<file path="src/rtl/pcie_ort_if.sv">
// rtl/pcie_ort_if.sv - Outstanding read table bus: allocation, completion lookup/update, status
`ifndef MEM_ADDR_BITS
`define MEM_ADDR_BITS 16
`endif

interface pcie_ort_if #(
    parameter int MEM_ADDR_BITS = `MEM_ADDR_BITS
);
    logic                     ort_req_v;
    logic [3:0]               ort_req_tag;
    logic [1:0]               ort_req_iface;
    logic [3:0]               ort_req_mem;
    logic [MEM_ADDR_BITS-1:0] ort_req_addr;
    logic                     ort_next_tag_v;
    logic [3:0]               ort_next_tag;
    logic                     cpl_lookup_v;
    logic [3:0]               cpl_lookup_tag;
    logic                     cpl_rsp_v;
    logic                     cpl_rsp_hit;
    logic [1:0]               cpl_rsp_iface;
    logic [3:0]               cpl_rsp_mem;
    logic [MEM_ADDR_BITS-1:0] cpl_rsp_addr;
    logic                     cpl_upd_v;
    logic [3:0]               cpl_upd_tag;
    logic [9:0]               cpl_upd_dw;
    logic                     cpl_upd_last;
    logic                     ort_err;
    logic                     ort_timeout_v;
    logic [15:0]              ort_timeout_mask;

    modport master (
        output ort_req_v, ort_req_tag, ort_req_iface, ort_req_mem, ort_req_addr,
        input  ort_next_tag_v, ort_next_tag,
        output cpl_lookup_v, cpl_lookup_tag,
        input  cpl_rsp_v, cpl_rsp_hit, cpl_rsp_iface, cpl_rsp_mem, cpl_rsp_addr,
        output cpl_upd_v, cpl_upd_tag, cpl_upd_dw, cpl_upd_last,
        input  ort_err, ort_timeout_v, ort_timeout_mask
    );

    modport slave (
        input  ort_req_v, ort_req_tag, ort_req_iface, ort_req_mem, ort_req_addr,
        output ort_next_tag_v, ort_next_tag,
        input  cpl_lookup_v, cpl_lookup_tag,
        output cpl_rsp_v, cpl_rsp_hit, cpl_rsp_iface, cpl_rsp_mem, cpl_rsp_addr,
        input  cpl_upd_v, cpl_upd_tag, cpl_upd_dw, cpl_upd_last,
        output ort_err, ort_timeout_v, ort_timeout_mask
    );
endinterface

</file>
<file path="src/rtl/pcie_ort.sv">
// rtl/pcie_ort.sv - PCIe outstanding read table (optional completion timeout: PCIE_ORT_TIMEOUT_EN)
`ifndef MEM_ADDR_BITS
`define MEM_ADDR_BITS 16
`endif

module pcie_ort #(
    parameter int MEM_ADDR_BITS  = `MEM_ADDR_BITS,
    parameter int TIMEOUT_CYCLES = 1048576
) (
    input  logic      pcie_clk,
    input  logic      rst,
    pcie_ort_if.slave ort
);
    logic [15:0]              busy;
    logic [1:0]               ent_iface [16];
    logic [3:0]               ent_mem   [16];
    logic [MEM_ADDR_BITS-1:0] ent_addr  [16];

    logic [15:0]              pend;
    logic [3:0]               next_tag;
    logic                     rsp_v;
    logic                     rsp_hit;
    logic [1:0]               rsp_iface;
    logic [3:0]               rsp_mem;
    logic [MEM_ADDR_BITS-1:0] rsp_addr;
    logic                     err;
    logic [15:0]              expire;
    logic                     to_v;
    logic [15:0]              to_mask;

    logic                     upd_busy;
    logic                     free_same;
    logic                     alloc_clash;
    logic                     lkp_busy;
    logic [MEM_ADDR_BITS-1:0] upd_inc;

    if (TIMEOUT_CYCLES < 16 || (TIMEOUT_CYCLES & (TIMEOUT_CYCLES - 1)) != 0) begin : g_bad_timeout
        $error("pcie_ort: TIMEOUT_CYCLES must be a power of 2 and at least 16");
    end

    assign upd_busy    = busy[ort.cpl_upd_tag];
    assign lkp_busy    = busy[ort.cpl_lookup_tag];
    assign upd_inc     = MEM_ADDR_BITS'({ort.cpl_upd_dw, 2'b00});
    // A final completion on the same tag frees it before the new allocation lands.
    assign free_same   = ort.cpl_upd_v & ort.cpl_upd_last & upd_busy & (ort.cpl_upd_tag == ort.ort_req_tag);
    assign alloc_clash = ort.ort_req_v & busy[ort.ort_req_tag] & ~free_same & ~expire[ort.ort_req_tag];

    // Lowest free tag, treating an in-flight allocation as already taken.
    always_comb begin
        pend     = busy;
        next_tag = 4'd0;
        if (ort.ort_req_v) pend[ort.ort_req_tag] = 1'b1;
        for (int i = 15; i >= 0; i--) begin
            if (!pend[i]) next_tag = 4'(i);
        end
    end

    // Table state: lookup (read-before-write), completion update/free, then allocation.
    always_ff @(posedge pcie_clk) begin
        if (rst) begin
            busy      <= '0;
            err       <= 1'b0;
            rsp_v     <= 1'b0;
            rsp_hit   <= 1'b0;
            rsp_iface <= '0;
            rsp_mem   <= '0;
            rsp_addr  <= '0;
        end else begin
            rsp_v <= ort.cpl_lookup_v;
            if (ort.cpl_lookup_v) begin
                rsp_hit   <= lkp_busy;
                rsp_iface <= lkp_busy ? ent_iface[ort.cpl_lookup_tag] : '0;
                rsp_mem   <= lkp_busy ? ent_mem[ort.cpl_lookup_tag]   : '0;
                rsp_addr  <= lkp_busy ? ent_addr[ort.cpl_lookup_tag]  : '0;
            end
            busy <= busy & ~expire;
            if (ort.cpl_upd_v) begin
                if (!upd_busy) begin
                    err <= 1'b1;
                end else begin
                    ent_addr[ort.cpl_upd_tag] <= ent_addr[ort.cpl_upd_tag] + upd_inc;
                    if (ort.cpl_upd_last) busy[ort.cpl_upd_tag] <= 1'b0;
                end
            end
            if (ort.ort_req_v) begin
                if (alloc_clash) err <= 1'b1;
                busy[ort.ort_req_tag]      <= 1'b1;
                ent_iface[ort.ort_req_tag] <= ort.ort_req_iface;
                ent_mem[ort.ort_req_tag]   <= ort.ort_req_mem;
                ent_addr[ort.ort_req_tag]  <= ort.ort_req_addr;
            end
        end
    end

`ifdef PCIE_ORT_TIMEOUT_EN
    localparam int PRE_W = $clog2(TIMEOUT_CYCLES / 4);

    logic [PRE_W-1:0] pre;
    logic             tick;
    logic [1:0]       age [16];

    assign tick = &pre;

    // A tag expires when it has aged through three ticks with no activity; a same-edge update rescues it.
    always_comb begin
        expire = '0;
        for (int i = 0; i < 16; i++) begin
            expire[i] = tick & busy[i] & (age[i] == 2'd3)
                        & ~(ort.cpl_upd_v & (ort.cpl_upd_tag == 4'(i)));
        end
    end

    // Prescaler, per-tag ages and the registered expiry report.
    always_ff @(posedge pcie_clk) begin
        if (rst) begin
            pre     <= '0;
            to_v    <= 1'b0;
            to_mask <= '0;
            for (int i = 0; i < 16; i++) age[i] <= 2'd0;
        end else begin
            pre     <= pre + 1'b1;
            to_v    <= |expire;
            to_mask <= expire;
            for (int i = 0; i < 16; i++) begin
                if ((ort.ort_req_v && ort.ort_req_tag == 4'(i)) ||
                    (ort.cpl_upd_v && ort.cpl_upd_tag == 4'(i)))
                    age[i] <= 2'd0;
                else if (tick && busy[i])
                    age[i] <= age[i] + 2'd1;
            end
        end
    end
`else
    assign expire  = '0;
    assign to_v    = 1'b0;
    assign to_mask = '0;
`endif

    assign ort.ort_next_tag_v   = ~&pend;
    assign ort.ort_next_tag     = next_tag;
    assign ort.cpl_rsp_v        = rsp_v;
    assign ort.cpl_rsp_hit      = rsp_hit;
    assign ort.cpl_rsp_iface    = rsp_iface;
    assign ort.cpl_rsp_mem      = rsp_mem;
    assign ort.cpl_rsp_addr     = rsp_addr;
    assign ort.ort_err          = err;
    assign ort.ort_timeout_v    = to_v;
    assign ort.ort_timeout_mask = to_mask;
endmodule

</file>
<file path="src/flat_wrapper.sv">
// flat-port wrapper written by rule: the top's interface ports become plain ports
module pcie_ort_flat 
#(
    parameter int MEM_ADDR_BITS  = `MEM_ADDR_BITS,
    parameter int TIMEOUT_CYCLES = 1048576
)
  (pcie_clk, rst, ort_ort_req_v, ort_ort_req_tag, ort_ort_req_iface, ort_ort_req_mem, ort_ort_req_addr, ort_ort_next_tag_v, ort_ort_next_tag, ort_cpl_lookup_v, ort_cpl_lookup_tag, ort_cpl_rsp_v, ort_cpl_rsp_hit, ort_cpl_rsp_iface, ort_cpl_rsp_mem, ort_cpl_rsp_addr, ort_cpl_upd_v, ort_cpl_upd_tag, ort_cpl_upd_dw, ort_cpl_upd_last, ort_ort_err, ort_ort_timeout_v, ort_ort_timeout_mask);
  pcie_ort_if #(.MEM_ADDR_BITS(MEM_ADDR_BITS)) ort_i ();
  input  logic pcie_clk;
  input  logic rst;
  input wire logic [$bits(ort_i.ort_req_v)-1:0] ort_ort_req_v;
  input wire logic [$bits(ort_i.ort_req_tag)-1:0] ort_ort_req_tag;
  input wire logic [$bits(ort_i.ort_req_iface)-1:0] ort_ort_req_iface;
  input wire logic [$bits(ort_i.ort_req_mem)-1:0] ort_ort_req_mem;
  input wire logic [$bits(ort_i.ort_req_addr)-1:0] ort_ort_req_addr;
  output wire logic [$bits(ort_i.ort_next_tag_v)-1:0] ort_ort_next_tag_v;
  output wire logic [$bits(ort_i.ort_next_tag)-1:0] ort_ort_next_tag;
  input wire logic [$bits(ort_i.cpl_lookup_v)-1:0] ort_cpl_lookup_v;
  input wire logic [$bits(ort_i.cpl_lookup_tag)-1:0] ort_cpl_lookup_tag;
  output wire logic [$bits(ort_i.cpl_rsp_v)-1:0] ort_cpl_rsp_v;
  output wire logic [$bits(ort_i.cpl_rsp_hit)-1:0] ort_cpl_rsp_hit;
  output wire logic [$bits(ort_i.cpl_rsp_iface)-1:0] ort_cpl_rsp_iface;
  output wire logic [$bits(ort_i.cpl_rsp_mem)-1:0] ort_cpl_rsp_mem;
  output wire logic [$bits(ort_i.cpl_rsp_addr)-1:0] ort_cpl_rsp_addr;
  input wire logic [$bits(ort_i.cpl_upd_v)-1:0] ort_cpl_upd_v;
  input wire logic [$bits(ort_i.cpl_upd_tag)-1:0] ort_cpl_upd_tag;
  input wire logic [$bits(ort_i.cpl_upd_dw)-1:0] ort_cpl_upd_dw;
  input wire logic [$bits(ort_i.cpl_upd_last)-1:0] ort_cpl_upd_last;
  output wire logic [$bits(ort_i.ort_err)-1:0] ort_ort_err;
  output wire logic [$bits(ort_i.ort_timeout_v)-1:0] ort_ort_timeout_v;
  output wire logic [$bits(ort_i.ort_timeout_mask)-1:0] ort_ort_timeout_mask;
  assign ort_i.ort_req_v = ort_ort_req_v;
  assign ort_i.ort_req_tag = ort_ort_req_tag;
  assign ort_i.ort_req_iface = ort_ort_req_iface;
  assign ort_i.ort_req_mem = ort_ort_req_mem;
  assign ort_i.ort_req_addr = ort_ort_req_addr;
  assign ort_ort_next_tag_v = ort_i.ort_next_tag_v;
  assign ort_ort_next_tag = ort_i.ort_next_tag;
  assign ort_i.cpl_lookup_v = ort_cpl_lookup_v;
  assign ort_i.cpl_lookup_tag = ort_cpl_lookup_tag;
  assign ort_cpl_rsp_v = ort_i.cpl_rsp_v;
  assign ort_cpl_rsp_hit = ort_i.cpl_rsp_hit;
  assign ort_cpl_rsp_iface = ort_i.cpl_rsp_iface;
  assign ort_cpl_rsp_mem = ort_i.cpl_rsp_mem;
  assign ort_cpl_rsp_addr = ort_i.cpl_rsp_addr;
  assign ort_i.cpl_upd_v = ort_cpl_upd_v;
  assign ort_i.cpl_upd_tag = ort_cpl_upd_tag;
  assign ort_i.cpl_upd_dw = ort_cpl_upd_dw;
  assign ort_i.cpl_upd_last = ort_cpl_upd_last;
  assign ort_ort_err = ort_i.ort_err;
  assign ort_ort_timeout_v = ort_i.ort_timeout_v;
  assign ort_ort_timeout_mask = ort_i.ort_timeout_mask;
  pcie_ort #(.MEM_ADDR_BITS(MEM_ADDR_BITS), .TIMEOUT_CYCLES(TIMEOUT_CYCLES)) u_core (.pcie_clk(pcie_clk), .rst(rst), .ort(ort_i));
endmodule
</file>
<file path="config.mk">
export PLATFORM = sky130hd
export DESIGN_NAME = pcie_ort_flat
export DESIGN_NICKNAME = d
export VERILOG_FILES = /design/src/rtl/pcie_ort_if.sv /design/src/rtl/pcie_ort.sv /design/src/flat_wrapper.sv
export SDC_FILE = /design/constraint.sdc
export NUM_CORES = 1
export LEC_CHECK = 0
export BUFFER_PORTS_ARGS = -buffer_cell sky130_fd_sc_hd__buf_2
export CAP_MARGIN = 25
export CORE_ASPECT_RATIO = 0.9
export CORE_MARGIN = 5
export CORE_UTILIZATION = 45
export DETAILED_ROUTE_END_ITERATION = 10
export PLACE_DENSITY = 0.63
export SETUP_SLACK_MARGIN = 0.05
export SLEW_MARGIN = 0
export SYNTH_ARGS = -nofsm -noshare
export SYNTH_HDL_FRONTEND = slang
export SYNTH_SLANG_ARGS = --single-unit
</file>
<file path="constraint.sdc">
create_clock -name pcie_clk -period 4.4 [get_ports pcie_clk]
set_clock_uncertainty 0.1 [all_clocks]
set_input_delay 0.44 -clock pcie_clk [delete_from_list [all_inputs] [get_ports pcie_clk]]
set_output_delay 0.44 -clock pcie_clk [all_outputs]
set_load 0.005 [all_outputs]
</file>
==> reports/metrics.csv, run 1 <==
metric,value,unit
status,completed,
die_y,218,um
rsz0062_at_grt,false,
fin_crit_sh,86.5,%
criticalPathCategory,reg2reg,
fill_cells,4022,
final_common_cell,edfxtp_1,
synth_seq_area_share,52.4,%
synthArstFlopShare,0,%
crit_slowest_cell,mux4_2,
gr-usage-all-layers,25.0,%
synth_flop_cell,edfxtp_1,
syn_area_per_cell,12.9,um2
nets,1765,
dp.cells,2281,
path_clk_slew,0.06,ns
die_w,242,um
area_delta_synth_final,12.6,%
grt_pass1_wl,99.0,mm
post_cts_buffers,0,
ctsHtreeMaxLevel,2,
synth_area,0.0217,mm2
ant_nets,0,
port_buffers,79,
layout_common_cells,"edfxtp_1, nand2_1, o21ai_0",
ir_drop,0.301,mV
initial_core_util,45.4,%
syn_inst,1690,
viasPerCell,6.41,
cts_resized,0,
crit_arrival,4.01,ns
yosysWarnings,0,
drtIter0Drc,2203,
insertion_delay,0.59,ns
timing.fmax,263,MHz
pin_count,97,
synth-edff-count,352,
drc_errors,0,
first_pass_iters,5,
grt_pass1_vias,14885,
crit_top_cell,mux4_2,
cts-root-buf,clkbuf_16,
coreArea,0.0478,mm2
post-route-min-period,3.81,ns
hold_class,in2reg,
critPathCaptureType,flip-flop,
cts.path.max_buffers,3,
setup_tns,0,ns
overflow,0,
leakage,7.80,nW
cts_buffers,43,
clock-sinks,393,
cp.required,4.60,ns
cellPowerDensity,383,mW/mm2
maxSlewViolCount,0,
cts-hold-fix-buffers,0,
place.gp.congestion,0.865,
place_ws,0.0567,ns
tightest_slew,0.988,ns
cp-start-kind,flip-flop,
hold_viol_final,0,
cts_tree,yes,
antenna_found_initial,4,
wl,66.6,mm
drive_above_1_share,30.4,%
dieArea,0.0528,mm2
yosysUniqueCellTypes,52,
stdcell_count,2364,
detail_route.wl_per_cell,28.2,um
worst-path-max-fanout,33,
setup_viol,0,
setup_slack,0.593,ns
dp.final_hpwl,41.3,mm
core.rowCount,76,
synth_seq_cells,393,
path_cells,"mux4_2, mux4_2, ha_1, inv_1, fa_1, nor2b_1, o31ai_2, a31oi_1, a211oi_2, buf_12, xnor2_1, buf_4, o21ai_0",
max_stage_delay,0.49,ns
relSlewSlack,34.0,%
grt_max_degree,47,
whs,0.0545,ns
maxCapViolCount,0,
vias,15158,
worst max-delay path: cells and delay by family (launching register included):
kind	cells	cell delay, ns
muxes	2	0.96
AOI/OAI and AO/OA	4	0.87
buffers and inverters	3	0.51
adders and majority gates	2	0.46
DFF	1	0.42
xor gates and xnor gates	1	0.13
and+or+nand+nor	1	0.09
final timing paths:
kind / start / end / slack, ns / depth (start not counted)
worst max-delay path: u_core.ent_addr[0][2] / u_core.ent_addr[8][12] / 0.59 / 13
worst min-delay path: rst / u_core.ort.ort_err / 0.05 / 2
worst max register to register: u_core.ent_addr[0][2] / u_core.ent_addr[8][12] / 0.59 / 13
worst min register to register: u_core.ort.cpl_rsp_addr[5] / u_core.ort.cpl_rsp_addr[5] / 0.37 / 2
metal layers:
layer,part of all wire [%],vias up,global-route usage (%)
li1,-,6545,-
met1,41,7593,35.3
met2,45,893,38.7
met3,10,123,5.93
met4,3.0,4,8.01
met5,0.032,-,0
where the power goes:
group          internal, W  leakage [nW]  switching, W
logic             0.000564          3.59      0.000789
clock network      0.00218         0.705       0.00155
registers          0.00427          3.50     0.0000190
total              0.00701          7.80       0.00236
state kept, by name, indices dropped and copies added, names as in the netlist, 2 cells and up:
name,flops
u_core.busy,16
u_core.ent_addr,256
u_core.ent_iface,32
u_core.ent_mem,64
u_core.ort.cpl_rsp_addr,16
u_core.ort.cpl_rsp_iface,2
u_core.ort.cpl_rsp_mem,4
through the flow:
stage          utilization, %  instance area (um2)  power [W]
3_5_place_dp             48.1                23000    0.00570
2_1_floorplan               -                21800    0.00533
5_1_grt                  51.1                24400    0.00970
6_report                 51.1                24400    0.00936
4_1_cts                  51.1                24400    0.00938
3_3_place_gp             48.1                23000    0.00565
final cells by class:
class	count	area (um2)	share of cell area, %
timing repair buffer	157	1100	4.49
clock buffer	56	1160	4.76
clock inverter	23	279	1.14
sequential	393	11400	46.6
multi-input combinational	1101	9700	39.7
inverter	8	30.0	0.123
tap	624	781	3.19
antenna	2	5.00	0.0205
synth_stat cells (24+ instances only):
master | instances | area, um2
nand3_1 | 38 | 190
a21oi_1 | 61 | 305
nand2_1 | 229 | 860
clkbuf_1 | 141 | 529
mux2i_1 | 27 | 270
mux2_2 | 87 | 980
or4_1 | 32 | 240
nand2b_1 | 27 | 169
buf_2 | 24 | 120
edfxtp_1 | 352 | 10600
nor2_1 | 64 | 240
mux4_2 | 179 | 4030
dfxtp_1 | 41 | 821
o21ai_0 | 198 | 991
kinds of logic (layout without fill, tap and decap cells):
kind of cell               count (synthesis)  in the layout  synth area share [%]
and+or+nand+nor                          425            425                  8.91
muxes                                    293            293                  24.3
buffers and inverters                    212            244                  4.20
xor gates and xnor gates                  13             13                 0.524
DFF                                      393            393                  52.4
other                                      1             19                0.0173
AOI/OAI and AO/OA                        342            342                  8.91
adders and majority gates                 11             11                 0.668
Power figures use the tool's default switching activity.
==> run 2: changes to the inputs <==
--- a/config.mk
+++ b/config.mk
@@ -12,6 +12,7 @@
 export CORE_UTILIZATION = 45
 export DETAILED_ROUTE_END_ITERATION = 10
 export PLACE_DENSITY = 0.63
+export RECOVER_POWER = 100
 export SETUP_SLACK_MARGIN = 0.05
 export SLEW_MARGIN = 0
 export SYNTH_ARGS = -nofsm -noshare
==> run 2 against run 1 <==
The flow now finishes with violations (max-capacitance violations, max-slew violations). Die area did not move. Global-route usage did not move. Fmax shrank 4.9%. Sequential share of layout area increased by 0.60 points. Flip-flop and latch count unchanged.
==> reports/metrics.csv, run 2 (synthesis results as in run 1) <==
metric,value,unit
hold_depth,3,
violations,"max-capacitance violations, max-slew violations",
die_w,242,um
critPathCaptureType,flip-flop,
clkPwrFrac,39.9,%
setup_tns,0,ns
grt_util_met2,38.7,%
setup_viol,0,
port_buffers,79,
crit_arrival,4.13,ns
p_int,0.00699,W
clock-sinks,393,
die_y,218,um
min_from,ort_cpl_upd_v,
criticalPathCategory,reg2reg,
post_cts_buffers,0,
met3_usage,5.93,%
first_pass_iters,5,
r2r_end,u_core.ent_addr[8][9],
final_common_cell,edfxtp_1,
fill_cells,4093,
p_sw_share,25.1,%
coreArea,0.0478,mm2
gr-usage-all-layers,25.0,%
cts_resized,0,
place_ws,0.0567,ns
hold-path-endpoint,u_core.ort.ort_err,
cp.required,4.53,ns
drtIter0Drc,2169,
cts-hold-fix-buffers,0,
wl,66.5,mm
initial_core_util,45.4,%
maxSlewViolCount,193,
maxCapViolCount,10,
grt_pass1_wl,99.0,mm
pin_count,97,
area_delta_synth_final,11.1,%
status,"finished, violations left",
rsz0062_at_grt,false,
core.rowCount,76,
placed_cell_area,0.0230,mm2
fin_util,50.5,%
cp-start-kind,flip-flop,
seq_power_share,46.0,%
hold_viol_final,0,
place.gp.congestion,0.865,
ctsHtreeMaxLevel,2,
setup_slack,0.396,ns
rrSetupSlack,0.40,ns
viasPerCell,6.40,
cellPowerDensity,387,mW/mm2
layout.area.seq,0.0114,mm2
fin_area,0.0241,mm2
net-switching-power,0.00234,W
reg2regPathDepth,9,
cts.path.max_buffers,3,
overflow,0,
tightest_slew,2.56,ns
dp.final_hpwl,41.3,mm
path_clk_slew,0.06,ns
hold_class,in2reg,
cts_tree,yes,
pwr-share-comb,14.2,%
fin_crit_sh,91.0,%
insertion_delay,0.58,ns
drc_errors,0,
worst-path-max-fanout,16,
drive_above_1_share,25.5,%
detail_route.wl_per_cell,28.1,um
ant_nets,0,
cts-root-buf,clkbuf_16,
nets,1765,
multi_input_area,0.00956,mm2
grt_max_degree,47,
regMostFlops,u_core.ent_addr,
top_usage_layer,met2,
antenna_found_initial,4,
reg_top3,"u_core.ent_addr x256, u_core.ent_mem x64, u_core.ent_iface x32",
grt_pass1_vias,14885,
post-route-min-period,4.00,ns
layout_common_cells,"edfxtp_1, nand2_1, o21ai_0",
timing.fmax,250,MHz
ir_drop,0.300,mV
leakage,7.53,nW
grtUsageMet1,35.3,%
dieArea,0.0528,mm2
relSlewSlack,-71.0,%
vias,15126,
largest_register_ffs,256,
cts_buffers,43,
r2r-start,u_core.ent_addr[15][3],
==> run 2: changes by cell type in the layout (fill, tap and decap cells not counted), sizes merged <==
cell / previous run / this run
clkbuf: 56 / 125
buf: 157 / 88
==> run 2: worst max-delay path by stage <==
stage / to / slack [ns] / start / cells after the start
6_report: u_core.ent_addr[8][9] / 0.40 / u_core.ent_addr[15][3] / 9
3_5_place_dp: u_core.ent_addr[12][12] / 0.06 / ort_cpl_upd_tag[0] / 13
2_1_floorplan: u_core.ent_addr[1][12] / 0.06 / ort_cpl_upd_tag[0] / 14
5_1_grt: u_core.ent_addr[8][15] / 0.23 / ort_cpl_upd_tag[0] / 9
4_1_cts: u_core.ent_addr[9][7] / 0.62 / u_core.ent_addr[15][3] / 7
3_3_place_gp: u_core.ent_addr[3][15] / 0.12 / ort_cpl_upd_tag[0] / 12
==> run 2: stage by stage <==
stage               instances  power [W]  hold WS [ns]
floorplan                1706    0.00533         0.366
global placement         2281    0.00565         0.360
detailed placement       2281    0.00570         0.360
CTS                      2360    0.00938        0.0347
global route             2363    0.00967        0.0617
finish                   2364    0.00933        0.0610
==> run 2: area by class of cell <==
| class | count | share of cell area (%) |
|---|---|---|
| Antenna cell | 2 | 0.0207 |
| Clock buffer | 56 | 4.83 |
| Clock inverter | 23 | 1.16 |
| Inverter | 8 | 0.124 |
| Multi-Input combinational cell | 1101 | 39.6 |
| Sequential cell | 393 | 47.2 |
| Tap cell | 624 | 3.23 |
| Timing Repair Buffer | 157 | 3.85 |
==> run 2: power by group through the flow <==
stage / sequential, W / clock [W] / combinational, W
3_5_place_dp: 0.00436 / 0 / 0.00133
5_1_grt: 0.00429 / 0.00393 / 0.00145
2_1_floorplan: 0.00436 / 0 / 0.000968
3_3_place_gp: 0.00436 / 0 / 0.00128
6_report: 0.00429 / 0.00372 / 0.00132
4_1_cts: 0.00429 / 0.00376 / 0.00133
==> run 2: worst max-delay path, stage by stage, from the launching register on <==
cell and delay (ns):
edfxtp_1 0.41, mux4_2 0.51, mux4_2 0.52, ha_1 0.29
a21oi_1 0.28, o2111ai_1 0.27, a21boi_0 0.36, xor2_1 0.21
clkbuf_1 0.52, o21ai_0 0.21
==> run 2: metal layers <==
metal / wire [um] / share of wire (%) / up-vias
li1: - / - / 6537
met1: 27000 / 41 / 7553
met2: 30300 / 46 / 907
met3: 7300 / 11 / 125
met4: 1900 / 2.8 / 4
met5: 21 / 0.032 / -
==> run 3: changes to the inputs <==
--- a/config.mk
+++ b/config.mk
@@ -7,7 +7,7 @@
 export LEC_CHECK = 0
 export BUFFER_PORTS_ARGS = -buffer_cell sky130_fd_sc_hd__buf_2
 export CAP_MARGIN = 25
-export CORE_ASPECT_RATIO = 0.9
+export CORE_ASPECT_RATIO = 0.75
 export CORE_MARGIN = 5
 export CORE_UTILIZATION = 45
 export DETAILED_ROUTE_END_ITERATION = 10
==> run 3 against run 2 <==
The run still ends with max-capacitance violations, max-slew violations left. Register-to-register slack better by 0.04 ns. Count of clock-buffer cells in the layout is 2 higher. First-iteration DRC count decreased by 5.9%.
==> reports/metrics.csv, run 3 (synthesis results as in run 1) <==
metric,value,unit
status,"finished, violations left",
violations,"max-capacitance violations, max-slew violations",
cts-root-buf,clkbuf_16,
gr-usage-all-layers,24.6,%
hold_class,in2reg,
timing.fmax,244,MHz
setup_tns,0,ns
layout_common_cells,"edfxtp_1, nand2_1, o21ai_0",
coreArea,0.0476,mm2
dp.final_hpwl,42.3,mm
cts-hold-fix-buffers,0,
tightest_slew,2.72,ns
critPathCaptureType,flip-flop,
seq_power_share,46.9,%
initial_core_util,45.7,%
die_w,264,um
relSlewSlack,-82.0,%
port_buffers,79,
whs,0.0846,ns
clkPwrFrac,38.5,%
antenna_found_initial,2,
final_common_cell,edfxtp_1,
cts_buffers,40,
drive_above_1_share,25.4,%
cts.path.max_buffers,3,
setup_viol,0,
cellPowerDensity,382,mW/mm2
grt_pass1_wl,98.6,mm
largest_register_ffs,256,
worst-path-max-fanout,14,
rsz0062_at_grt,false,
core.rowCount,69,
overflow,0,
net-switching-power,0.00231,W
regMostFlops,u_core.ent_addr,
post-route-min-period,4.10,ns
fin_util,50.4,%
hold_viol_final,0,
criticalPathCategory,in2reg,
fill_cells,4092,
path_clk_slew,0.06,ns
nets,1759,
grt_max_degree,73,
maxCapViolCount,12,
grt_pass1_vias,14813,
p_int,0.00684,W
vias,15445,
die_y,200,um
crit_arrival,4.26,ns
detail_route.wl_per_cell,28.2,um
post_cts_buffers,0,
ctsHtreeMaxLevel,2,
cp-start-kind,primary input,
pin_count,97,
dieArea,0.0528,mm2
p_total,0.00915,W
first_pass_iters,7,
cts_resized,0,
ant_nets,0,
cp.required,4.56,ns
clock-sinks,393,
place.gp.congestion,0.872,
drtIter0Drc,2041,
maxSlewViolCount,288,
fin_area,0.0240,mm2
fin_crit_sh,93.3,%
leakage,7.47,nW
insertion_delay,0.56,ns
wl,66.7,mm
cts_tree,yes,
reg_top3,"u_core.ent_addr x256, u_core.ent_mem x64, u_core.ent_iface x32",
drc_errors,0,
pwr-share-comb,14.6,%
viasPerCell,6.52,
area_delta_synth_final,10.4,%
p_sw_share,25.2,%
placed_cell_area,0.0230,mm2
ir_drop,0.280,mV
==> run 3: cell count changes in the layout (fill, tap and decap cells not counted), sizes merged <==
cell    delta
clkbuf     +9
clkinv     -8
bufinv     -2
diode      -1
inv        +1
buf       -10
==> run 3: power by group through the flow <==
stage / clock [W] / sequential [W] / combinational, W
finish: 0.00352 / 0.00429 / 0.00134
global placement: 0 / 0.00436 / 0.00129
floorplan: 0 / 0.00436 / 0.000968
CTS: 0.00355 / 0.00429 / 0.00135
detailed placement: 0 / 0.00437 / 0.00135
global route: 0.00372 / 0.00429 / 0.00147
==> run 3: worst paths after layout <==
| path | from | end | slack (ns) | cells past startpoint |
|---|---|---|---|---|
| max | ort_ort_req_tag[3] | u_core.ent_addr[4][12] | 0.30 | 6 |
| min | ort_cpl_upd_v | u_core.ort.ort_err | 0.08 | 3 |
| max reg2reg | u_core.ent_addr[7][2] | u_core.ent_addr[13][12] | 0.44 | 13 |
| min reg2reg | u_core.ort.cpl_rsp_addr[10] | u_core.ort.cpl_rsp_addr[10] | 0.37 | 2 |
==> run 3: metrics by stage <==
step           setup WS, ns  instances
6_report              0.297       2368
5_1_grt               0.176       2367
4_1_cts               0.549       2366
3_5_place_dp          0.150       2294
3_3_place_gp          0.247       2294
2_1_floorplan        0.0555       1706
==> run 3: layout make-up <==
type | instances | area (um2) | share of cell area (%)
inverters | 8 | 30.0 | 0.125
clock buffers | 58 | 1160 | 4.84
clock inverters | 14 | 180 | 0.752
multi-input cells | 1101 | 9530 | 39.8
diodes | 1 | 2.50 | 0.0104
well taps | 639 | 800 | 3.34
flip-flops and latches | 393 | 11400 | 47.5
repair buffers | 154 | 873 | 3.64
==> run 3: per-layer routing <==
metal	wire [um]	track usage [%]
met5	13	0
met3	7950	6.15
met1	25700	34.6
met4	1800	5.66
met2	31200	39.0
==> run 3: critical path: stages <==
cell	delay, ns
clkbuf_1	0.30
nor2b_1	0.60
nand2b_1	0.41
nor2_1	1.48
clkbuf_1	0.81
o21ai_0	0.20
